### config.mk
export PLATFORM = sky130hd
export DESIGN_NAME = alu_mdu
export DESIGN_NICKNAME = d
export VERILOG_FILES = /design/src/rtl/alu_pkg.sv /design/src/rtl/muldiv_iter.sv /design/src/rtl/alu_mdu.sv
export SDC_FILE = /design/constraint.sdc
export NUM_CORES = 2
export LEC_CHECK = 0
export CORE_AREA = 2 2 231 233
export DETAILED_ROUTE_END_ITERATION = 10
export DIE_AREA = 0 0 233 235
export PLACE_DENSITY_LB_ADDON = 0.12
export SKIP_CTS_REPAIR_TIMING = 1
export SLEW_MARGIN = 5
export SYNTH_ARGS = -nofsm -noshare
export SYNTH_HDL_FRONTEND = slang
export SYNTH_SLANG_ARGS = --single-unit
### constraint.sdc
create_clock -name i_clk -period 8.45 [get_ports i_clk]
set_input_delay 0.845 -clock i_clk [delete_from_list [all_inputs] [get_ports i_clk]]
set_output_delay 0.845 -clock i_clk [all_outputs]
set_load 0.02 [all_outputs]
### src/rtl/alu_pkg.sv
// ============================================================================
// Module      : alu_pkg
// Description : MIPS funct codes, FSM encoding and width helpers for alu_mdu.
// Revision    : 1.0
// ============================================================================
`default_nettype none

package alu_pkg;

    localparam logic [5:0] c_FN_SLL   = 6'b000000;
    localparam logic [5:0] c_FN_SRL   = 6'b000010;
    localparam logic [5:0] c_FN_SRA   = 6'b000011;
    localparam logic [5:0] c_FN_MFHI  = 6'b010000;
    localparam logic [5:0] c_FN_MTHI  = 6'b010001;
    localparam logic [5:0] c_FN_MFLO  = 6'b010010;
    localparam logic [5:0] c_FN_MTLO  = 6'b010011;
    localparam logic [5:0] c_FN_MULT  = 6'b011000;
    localparam logic [5:0] c_FN_MULTU = 6'b011001;
    localparam logic [5:0] c_FN_DIV   = 6'b011010;
    localparam logic [5:0] c_FN_DIVU  = 6'b011011;
    localparam logic [5:0] c_FN_ADD   = 6'b100000;
    localparam logic [5:0] c_FN_ADDU  = 6'b100001;
    localparam logic [5:0] c_FN_SUB   = 6'b100010;
    localparam logic [5:0] c_FN_SUBU  = 6'b100011;
    localparam logic [5:0] c_FN_AND   = 6'b100100;
    localparam logic [5:0] c_FN_OR    = 6'b100101;
    localparam logic [5:0] c_FN_XOR   = 6'b100110;
    localparam logic [5:0] c_FN_NOR   = 6'b100111;
    localparam logic [5:0] c_FN_SLT   = 6'b101010;
    localparam logic [5:0] c_FN_SLTU  = 6'b101011;

    typedef enum logic [1:0] {
        S_IDLE = 2'b00,
        S_MUL  = 2'b01,
        S_DIV  = 2'b10
    } state_t;

    function automatic int shamt_width(input int n_bits);
        return $clog2(n_bits);
    endfunction

    // MULT, MULTU, DIV and DIVU share the 0110xx funct prefix.
    function automatic logic is_muldiv(input logic [5:0] fn);
        return fn[5:2] == 4'b0110;
    endfunction

endpackage

`default_nettype wire

### src/rtl/muldiv_iter.sv
// ============================================================================
// Module      : muldiv_iter
// Description : Iterative shift-add multiplier / restoring divider, 1 bit/cycle.
// Revision    : 1.0
// ============================================================================
`default_nettype none

module muldiv_iter
    import alu_pkg::*;
#(
    parameter int N_BITS = 32
) (
    input  logic              i_clk,
    input  logic              i_rst_n,
    input  logic              i_start,
    input  logic              i_is_div,
    input  logic              i_signed,
    input  logic [N_BITS-1:0] i_a,
    input  logic [N_BITS-1:0] i_b,
    output logic              o_busy,
    output logic              o_done,
    output logic [N_BITS-1:0] o_hi,
    output logic [N_BITS-1:0] o_lo
);

    localparam int            CW     = shamt_width(N_BITS);
    localparam logic [CW-1:0] c_LAST = CW'(N_BITS - 1);

    logic              r_busy;
    logic              r_is_div;
    logic              r_neg_q;
    logic              r_neg_r;
    logic              r_div0;
    logic [CW-1:0]     r_cnt;
    logic [N_BITS-1:0] r_opnd;
    logic [N_BITS-1:0] r_dividend;
    logic [N_BITS-1:0] r_upper;
    logic [N_BITS-1:0] r_lower;

    logic              w_a_neg;
    logic              w_b_neg;
    logic [N_BITS-1:0] w_mag_a;
    logic [N_BITS-1:0] w_mag_b;

    logic [N_BITS:0]   w_sum;
    logic [N_BITS:0]   w_shift;
    logic [N_BITS:0]   w_diff;
    logic              w_fits;
    logic [N_BITS-1:0] w_upper_nx;
    logic [N_BITS-1:0] w_lower_nx;

    logic [2*N_BITS-1:0] w_prod;
    logic [2*N_BITS-1:0] w_prod_fix;

    assign w_a_neg = i_signed & i_a[N_BITS-1];
    assign w_b_neg = i_signed & i_b[N_BITS-1];
    assign w_mag_a = w_a_neg ? (~i_a + 1'b1) : i_a;
    assign w_mag_b = w_b_neg ? (~i_b + 1'b1) : i_b;

    // Multiply: {r_upper, r_lower} holds {partial product, remaining multiplier}.
    // Divide:   {r_upper, r_lower} holds {partial remainder, dividend/quotient}.
    assign w_sum   = {1'b0, r_upper} + (r_lower[0] ? {1'b0, r_opnd} : '0);
    assign w_shift = {r_upper, r_lower[N_BITS-1]};
    assign w_diff  = w_shift - {1'b0, r_opnd};
    assign w_fits  = ~w_diff[N_BITS];

    always_comb begin
        w_upper_nx = w_sum[N_BITS:1];
        w_lower_nx = {w_sum[0], r_lower[N_BITS-1:1]};
        if (r_is_div) begin
            w_upper_nx = w_fits ? w_diff[N_BITS-1:0] : w_shift[N_BITS-1:0];
            w_lower_nx = {r_lower[N_BITS-2:0], w_fits};
        end
    end

    assign w_prod     = {w_upper_nx, w_lower_nx};
    assign w_prod_fix = r_neg_q ? (~w_prod + 1'b1) : w_prod;

    // Result is formed from the final step's next-state so it is ready in the last busy cycle.
    always_comb begin
        o_hi = w_prod_fix[2*N_BITS-1:N_BITS];
        o_lo = w_prod_fix[N_BITS-1:0];
        if (r_is_div) begin
            if (r_div0) begin
                o_hi = r_dividend;
                o_lo = '1;
            end else begin
                o_hi = r_neg_r ? (~w_upper_nx + 1'b1) : w_upper_nx;
                o_lo = r_neg_q ? (~w_lower_nx + 1'b1) : w_lower_nx;
            end
        end
    end

    assign o_busy = r_busy;
    assign o_done = r_busy && (r_cnt == c_LAST);

    always_ff @(posedge i_clk or negedge i_rst_n) begin
        if (!i_rst_n) begin
            r_busy     <= 1'b0;
            r_is_div   <= 1'b0;
            r_neg_q    <= 1'b0;
            r_neg_r    <= 1'b0;
            r_div0     <= 1'b0;
            r_cnt      <= '0;
            r_opnd     <= '0;
            r_dividend <= '0;
            r_upper    <= '0;
            r_lower    <= '0;
        end else if (i_start) begin
            r_busy     <= 1'b1;
            r_is_div   <= i_is_div;
            r_neg_q    <= w_a_neg ^ w_b_neg;
            r_neg_r    <= w_a_neg;
            r_div0     <= (i_b == '0);
            r_cnt      <= '0;
            r_dividend <= i_a;
            r_upper    <= '0;
            r_opnd     <= i_is_div ? w_mag_b : w_mag_a;
            r_lower    <= i_is_div ? w_mag_a : w_mag_b;
        end else if (r_busy) begin
            r_upper <= w_upper_nx;
            r_lower <= w_lower_nx;
            r_cnt   <= r_cnt + 1'b1;
            if (r_cnt == c_LAST) begin
                r_busy <= 1'b0;
            end
        end
    end

endmodule

`default_nettype wire

### src/rtl/alu_mdu.sv
// ============================================================================
// Module      : alu_mdu
// Description : MIPS-style ALU with HI/LO registers and iterative MUL/DIV unit.
// Revision    : 1.0
// ============================================================================
`default_nettype none

module alu_mdu
    import alu_pkg::*;
#(
    parameter int N_BITS = 32,
    parameter int SHW    = shamt_width(N_BITS)
) (
    input  logic              i_clk,
    input  logic              i_rst_n,
    input  logic              i_valid,
    output logic              o_ready,
    input  logic [N_BITS-1:0] i_a,
    input  logic [N_BITS-1:0] i_b,
    input  logic [5:0]        i_op,
    output logic              o_valid,
    output logic [N_BITS-1:0] o_result,
    output logic              o_ovf,
    output logic [N_BITS-1:0] o_hi,
    output logic [N_BITS-1:0] o_lo
);

    localparam int MSB = N_BITS - 1;

    state_t            r_state;
    state_t            w_state_nx;
    logic              r_valid;
    logic [N_BITS-1:0] r_result;
    logic              r_ovf;
    logic [N_BITS-1:0] r_hi;
    logic [N_BITS-1:0] r_lo;

    logic              w_accept;
    logic              w_md_start;
    logic              w_md_busy;
    logic              w_md_done;
    logic [N_BITS-1:0] w_md_hi;
    logic [N_BITS-1:0] w_md_lo;

    logic [SHW-1:0]    w_shamt;
    logic [N_BITS-1:0] w_sum;
    logic [N_BITS-1:0] w_diff;
    logic [N_BITS-1:0] w_alu_res;
    logic              w_alu_ovf;

    assign o_ready    = (r_state == S_IDLE);
    assign w_accept   = i_valid && o_ready;
    assign w_md_start = w_accept && is_muldiv(i_op);

    assign w_shamt = i_b[SHW-1:0];
    assign w_sum   = i_a + i_b;
    assign w_diff  = i_a - i_b;

    always_comb begin
        w_alu_res = '0;
        w_alu_ovf = 1'b0;
        case (i_op)
            c_FN_ADD: begin
                w_alu_res = w_sum;
                w_alu_ovf = (i_a[MSB] == i_b[MSB]) && (w_sum[MSB] != i_a[MSB]);
            end
            c_FN_SUB: begin
                w_alu_res = w_diff;
                w_alu_ovf = (i_a[MSB] != i_b[MSB]) && (w_diff[MSB] != i_a[MSB]);
            end
            c_FN_ADDU: w_alu_res = w_sum;
            c_FN_SUBU: w_alu_res = w_diff;
            c_FN_AND:  w_alu_res = i_a & i_b;
            c_FN_OR:   w_alu_res = i_a | i_b;
            c_FN_XOR:  w_alu_res = i_a ^ i_b;
            c_FN_NOR:  w_alu_res = ~(i_a | i_b);
            c_FN_SLT:  w_alu_res = {{(N_BITS-1){1'b0}}, $signed(i_a) < $signed(i_b)};
            c_FN_SLTU: w_alu_res = {{(N_BITS-1){1'b0}}, i_a < i_b};
            c_FN_SLL:  w_alu_res = i_a << w_shamt;
            c_FN_SRL:  w_alu_res = i_a >> w_shamt;
            c_FN_SRA:  w_alu_res = $signed(i_a) >>> w_shamt;
            c_FN_MFHI: w_alu_res = r_hi;
            c_FN_MFLO: w_alu_res = r_lo;
            c_FN_MTHI: w_alu_res = i_a;
            c_FN_MTLO: w_alu_res = i_a;
            default:   w_alu_res = '0;
        endcase
    end

    muldiv_iter #(
        .N_BITS (N_BITS)
    ) u_muldiv (
        .i_clk    (i_clk),
        .i_rst_n  (i_rst_n),
        .i_start  (w_md_start),
        .i_is_div (i_op[1]),
        .i_signed (~i_op[0]),
        .i_a      (i_a),
        .i_b      (i_b),
        .o_busy   (w_md_busy),
        .o_done   (w_md_done),
        .o_hi     (w_md_hi),
        .o_lo     (w_md_lo)
    );

    always_comb begin
        w_state_nx = r_state;
        case (r_state)
            S_IDLE: begin
                if (w_md_start) begin
                    w_state_nx = i_op[1] ? S_DIV : S_MUL;
                end
            end
            // Falling back on !busy keeps the FSM from ever stranding outside IDLE.
            S_MUL, S_DIV: begin
                if (w_md_done || !w_md_busy) begin
                    w_state_nx = S_IDLE;
                end
            end
            default: w_state_nx = S_IDLE;
        endcase
    end

    always_ff @(posedge i_clk or negedge i_rst_n) begin
        if (!i_rst_n) begin
            r_state <= S_IDLE;
        end else begin
            r_state <= w_state_nx;
        end
    end

    always_ff @(posedge i_clk or negedge i_rst_n) begin
        if (!i_rst_n) begin
            r_valid  <= 1'b0;
            r_result <= '0;
            r_ovf    <= 1'b0;
            r_hi     <= '0;
            r_lo     <= '0;
        end else begin
            r_valid <= 1'b0;
            r_ovf   <= 1'b0;
            if (w_accept && !w_md_start) begin
                r_valid  <= 1'b1;
                r_result <= w_alu_res;
                r_ovf    <= w_alu_ovf;
                if (i_op == c_FN_MTHI) begin
                    r_hi <= i_a;
                end
                if (i_op == c_FN_MTLO) begin
                    r_lo <= i_a;
                end
            end else if (w_md_done) begin
                r_valid  <= 1'b1;
                r_result <= w_md_lo;
                r_hi     <= w_md_hi;
                r_lo     <= w_md_lo;
            end
        end
    end

    assign o_valid  = r_valid;
    assign o_result = r_result;
    assign o_ovf    = r_ovf;
    assign o_hi     = r_hi;
    assign o_lo     = r_lo;

endmodule

`default_nettype wire

Word-level counts from Yosys, hierarchy flattened
Index checks and enable logic that the tools add are counted.

operators by class
  $add $sub $neg = 10
  multipliers = 0
  divide/modulo/power cells = 0
  magnitude comparators = 2
  equal/unequal tests = 28
  shift-type cells = 3
  muxes and demuxes = 40
  bitwise operators = 14
  reductions and logical operators = 21

operator list
  kind                                                  number
  two-way mux 32 bit                                    25
  case mux 32 bit (14 select lines)                     1
  inverter 32 bit                                       5
  adder 32 x 1 -> 32 bit (second input constant)        4
  adder 64 x 1 -> 64 bit (second input constant)        1
  less-than comparator 32 bit                           2
  two-way mux 64 bit                                    1
  inverter 64 bit                                       1
  equality test 6 bit (second input constant)           10
  adder 32 x 33 -> 33 bit                               1
  subtractor 33 x 32 -> 33 bit                          1
  adder 32 bit                                          1
  AND 32 bit                                            1
  zero test 32 bit                                      1
  OR 32 bit                                             1
  << shifter 32 x 5 -> 32 bit                           1
  right shift 32 x 5 -> 32 bit                          1
  >>> shifter 32 x 5 -> 32 bit                          1
  subtractor 32 bit                                     1
  bitwise XOR 32 bit                                    1
  equality test 6 x 5 -> 1 bit (second input constant)  4
  equality test 6 x 2 -> 1 bit (second input constant)  2
  two-way mux 5 bit                                     2
  OR reduction 2 bit                                    4
  23 further kinds                                      45

word-level totals
  register bits after elaboration = 238
  latch bits = 0
  bits in writable memories = 0
  memory bits (read-only) = 0
  input bits = 73
  output and inout bits = 99
  logic and storage cells = 134
  memories kept = 0

Logic depth before layout (Yosys ltp)
  depth in word-level cells = 10
  mapped depth = 22

Hierarchy
Synthesis repeated with hierarchy kept, for this count alone.

unflattened totals
  cell total of the unflattened synthesis = 4214
  area total of the unflattened synthesis = 30840.8 um2

by module, submodules not included
  module       times used  cells each  area an instance (um2)  seq. area each (um2)
  muldiv_iter  1           2107        15765.1                 3453.3
  alu_mdu      1           2107        15075.7                 2502.4

Least setup slack after synthesis
Ideal clock, no wire load.

  kind = input-to-reg
  start point = in i_b[2]
  end point = reg r_ovf (netlist: o_ovf)
  library setup time = 122 ps
  arrival = 5449 ps
  data required time = 8328 ps
  path slack = 2880 ps
  stages on the path = 19
  buffers on the path = 3
  cell sequence = inv_1 -> clkbuf_1 -> clkbuf_1 -> buf_1 -> ha_1 -> inv_1 -> a21oi_1 -> o211a_1 -> or4_1 -> a31o_2 -> o211a_1 -> o31ai_2 -> a211oi_1 -> or4_1 -> a21oi_1 -> nor2_1 -> o21ai_0 -> nor2_1 -> a2111oi_1

on the way
  cells in the longest elaborated chain, start to end = 5
  elaborated cells on any way between the ends = 8

ends and longest elaborated chain
  element                                                   RTL line                      source
  from (decl)                                               alu_mdu.sv:19                 input logic [N_BITS-1:0] i_b,
  subtractor 32 bit / adder 32 bit (equally long branches)  alu_mdu.sv:57, alu_mdu.sv:56
  inequality test 1 bit (on tied branches)                  alu_mdu.sv:69, alu_mdu.sv:65
  logical AND 1 bit (on tied branches)                      alu_mdu.sv:69, alu_mdu.sv:65
  case mux 1 bit (2 select lines) *                         alu_mdu.sv:62                 case (i_op)
  two-way mux 1 bit *                                       alu_mdu.sv:142                if (w_accept && !w_md_start) begin
  to (signal assigned)                                      alu_mdu.sv:145                r_ovf <= w_alu_ovf;
  to (decl)                                                 alu_mdu.sv:34                 logic r_ovf;

Mark *: on every way between the ends. The rest lies on a longest branch, timed or not.
A chain may end at the register's enable or synchronous reset.

Final worst setup path
  start point = reg u_muldiv.r_upper[22]
  end point = reg r_hi[2] (netlist: o_hi[2])

on the way
  cells in the longest elaborated chain, start to end = 10
  elaborated cells on any way between the ends = 15

ends and longest elaborated chain
  element                         RTL line            source
  from (decl)                     muldiv_iter.sv:37   logic [N_BITS-1:0] r_upper;
  from (signal assigned)          muldiv_iter.sv:121  r_upper <= w_upper_nx;
  subtractor 33 x 32 -> 33 bit *  muldiv_iter.sv:64   assign w_diff = w_shift - {1'b0, r_opnd};
  two-way mux 32 bit              muldiv_iter.sv:71   w_upper_nx = w_fits ? w_diff[N_BITS-1:0] : w_shift[N_BITS-1:0];
  two-way mux 32 bit              muldiv_iter.sv:70   if (r_is_div) begin
  inverter 32 bit                 muldiv_iter.sv:88   o_hi = r_neg_r ? (~w_upper_nx + 1'b1) : w_upper_nx;
  adder 32 x 1 -> 32 bit          muldiv_iter.sv:88
  two-way mux 32 bit              muldiv_iter.sv:88
  two-way mux 32 bit              muldiv_iter.sv:84   if (r_div0) begin
  two-way mux 32 bit *            muldiv_iter.sv:83   if (r_is_div) begin
  two-way mux 32 bit *            alu_mdu.sv:152      end else if (w_md_done) begin
  two-way mux 32 bit *            alu_mdu.sv:142
  to (signal assigned)            alu_mdu.sv:147      r_hi <= i_a;
  to (signal assigned)            alu_mdu.sv:155      r_hi <= w_md_hi;
  to (decl)                       alu_mdu.sv:35       logic [N_BITS-1:0] r_hi;

Mark *: on every way between the ends. The rest lies on a longest branch, timed or not. The select of a mux whose other input is x is not followed.

==> flow_summary.yaml <==
run_status:
  status: "finished clean"
detailed_routing:
  drtIter0Drc: 6013
  dr.pass1.iters: 9
  dr.max_layer_used: "met5"
  num_vias: 33630
  remaining_drc_errors: 0
  dr_wl_met3_mm: 25.86
  vias_per_cell: 7.174
  wl_met1_mm: 56.38
  wl_per_cell_um: 31.52
  antenna_left: 0
  wl_met2_mm: 55.29
  routed_wl_mm: 147.8
cells_and_area:
  seq_area_um2: 5961
  drive_gt1_share_pct: 5.760
  final_common_cell: "nor2_1"
  final_core_util_pct: 60.81
  nNetsFinal: 4213
  final_cell_area_um2: 31760
  fillers: 4950
  area_growth_pct: 11.47
  final_cell_mix: "nor2_1, nand2_1, o21ai_0"
  multi_input_area_um2: 20860
synthesis:
  ys_seq_area_share_pct: 20.90
  synthSimpleGateAreaFrac_pct: 20.46
  postSynth.asyncResetShare_pct: 100.0
  syn-num-nets: 4203
  synth_top_family_by_area: "compound AO/OA/AOI/OAI gates"
  synth_edf_count: 0
  yosysWarningCount: 0
  avgSynthCellArea_um2: 7.199
  synthXorXnorAreaFrac_pct: 7.716
  synth_compound_area_share_pct: 30.60
  ys.flop_type: "dfrtp_1"
  synthMuxAreaShare_pct: 6.552
  synthAdderAreaFrac_pct: 7.659
  synth_cell_type_count: 104
  synth.cell_area_um2: 28490
  synthesis.instances: 3958
  synth-seq-cells: 238
global_routing:
  overflow: 0
  antenna_found_initial: 9
  grt_pass1_vias: 29510
  track_usage_pct: 52.27
  grt_max_degree: 136
  grt_pass1_wl_mm: 209.9
clock_tree:
  numCtsBuffers: 31
  clock_sinks: 238
  clock_latency_ns: 0.63
  cts_tree: "done"
  clk_pin_slew_worst_paths_ns: 0.06
  cts_max_path_buffers: 3
  cts_max_level: 1
  clock-root-buffer: "clkbuf_16"
flow_run:
  cap_violations: 0
worst_setup_path:
  worst_setup_path_start_kind: "flop"
  setup.worst_path.class: "reg2reg"
  reg2reg_slack_ns: 1.66
  path_max_fanout: 11
  max_stage_delay_ns: 0.85
  required_ns: 8.91
  slowest_stage: "o21bai_1"
  r2r_cells: 19
  worstSetupEndpointType: "flop"
  timing.rr.start: "u_muldiv.r_upper[22]"
  arrival_ns: 7.25
  cp_cell_sequence: "ha_1, a21oi_1, o21ai_0, a221oi_1, o21ai_0, o21bai_1, a21oi_2, buf_4, nor3_2, a21oi_1, ha_1, nand4_1, or3_1, nor3_1, nand2_1, nand2_1, xnor2_1, o211ai_1, a31oi_1"
  reg2reg_to: "o_hi[2]"
place:
  place_congestion: 1.088
  place_area_um2: 30710
  port_buffers: 171
  hpwlAfterDp_mm: 113.7
timing:
  fin_crit_sh_pct: 80.30
  slew_headroom_pct: 12.54
  final-hold-violation-count: 0
  final_max_slew_viol_count: 0
  setup_viol: 0
  layout_min_cycle_time_ns: 6.785
  fin_setup_tns_ns: 0
  worstMarginPinSlew_ns: 1.312
  grt_setup_unrepaired: "false"
  fmax_ghz: 0.1474
  finClkSkew_ns: 0.02058
hold_path:
  hold_class: "in2async"
floorplan:
  die_x_um: 233
  dieArea_um2: 54760
  start_util_pct: 54.55
  die_h_um: 235
  rows: 84
  io_pins: 172
  core_area_um2: 52240
pwr:
  power_density_nw_per_um2: 451.7
  power_mw: 14.35
  ir_drop_uv: 428.7
  cellLeakagePower_nw: 13.14
-- worst max-delay path: cells and delay by family (launching register included) --
kind	cells	cell delay [ns]
buf+inv	1	0.25
fa+ha+maj	2	0.70
xor+xnor	1	0.15
compound gates	9	3.57
flops	1	0.41
simple gates	6	1.55
-- cells in the mapped netlist, drive strengths merged, types with 59 or more instances --
master  instances  area share (%)
mux2i         173             6.1
nand2         435             5.8
nor2          440             5.8
inv           159             2.1
dfrtp         238              21
xnor2         196             6.0
nor3           76             1.4
buf            64             1.0
o21ai         430             7.6
a31oi          59             1.3
a21oi         342             6.0
o211ai        104             2.8
ha            168             7.4
nand3          82             1.5
clkbuf        219             2.9
-- per-stage QoR --
stage / std cells / setup WS [ns] / hold slack, ns
4_1_cts: 4681 / 2.002 / 0.3487
3_3_place_gp: 4623 / 2.147 / 0.4588
2_1_floorplan: 3958 / 2.880 / 0.4413
6_report: 4688 / 1.665 / 0.2776
3_5_place_dp: 4623 / 1.959 / 0.4671
5_1_grt: 4681 / 1.336 / 0.3560
-- cell families after synthesis --
kind of cell    count (synthesis)
compound gates               1379
xor+xnor                      251
fa+ha+maj                     172
buf+inv                       451
flops                         238
mux                           182
simple gates                 1285
-- worst max-delay path by stage --
stage | start | endpoint | cells after the start
after floorplan | i_b[2] | o_ovf | 19
after global placement | i_a[12] | o_ovf | 16
after detailed placement | i_a[8] | o_ovf | 17
after CTS | u_muldiv.r_upper[24] | o_hi[26] | 20
after global routing | u_muldiv.r_lower[31] | o_hi[26] | 22
final | u_muldiv.r_upper[22] | o_hi[2] | 19
-- power breakdown --
group	leakage, nW	switching (mW)	internal (mW)	total (mW)
sequential	2.90	0.731	1.68	2.41
clock	0.484	0.609	0.771	1.38
combinational	9.75	7.10	3.46	10.6
-- final cells by class --
class / instances / area share [%]
multi-input combinational: 3269 / 65.69
sequential: 238 / 18.77
timing repair buffer: 260 / 7.548
tap: 688 / 2.710
clock buffer: 37 / 2.639
inverter: 168 / 1.985
clock inverter: 21 / 0.6067
antenna: 7 / 0.05515
-- routing by layer --
metal / global-route usage (%) / vias up
li1: - / 14360
met1: 71.10 / 15770
met2: 67.37 / 2941
met3: 24.48 / 544
met4: 27.16 / 12
met5: 2.054 / -
-- state kept, by name, summed over array words and instances (netlist names), 2 cells and up --
register and cells:
o_hi 32, o_lo 32, o_result 32, r_state 2
u_muldiv.r_cnt 5, u_muldiv.r_dividend 32, u_muldiv.r_lower 32, u_muldiv.r_opnd 32
u_muldiv.r_upper 32
Power figures use the tool's default switching activity.
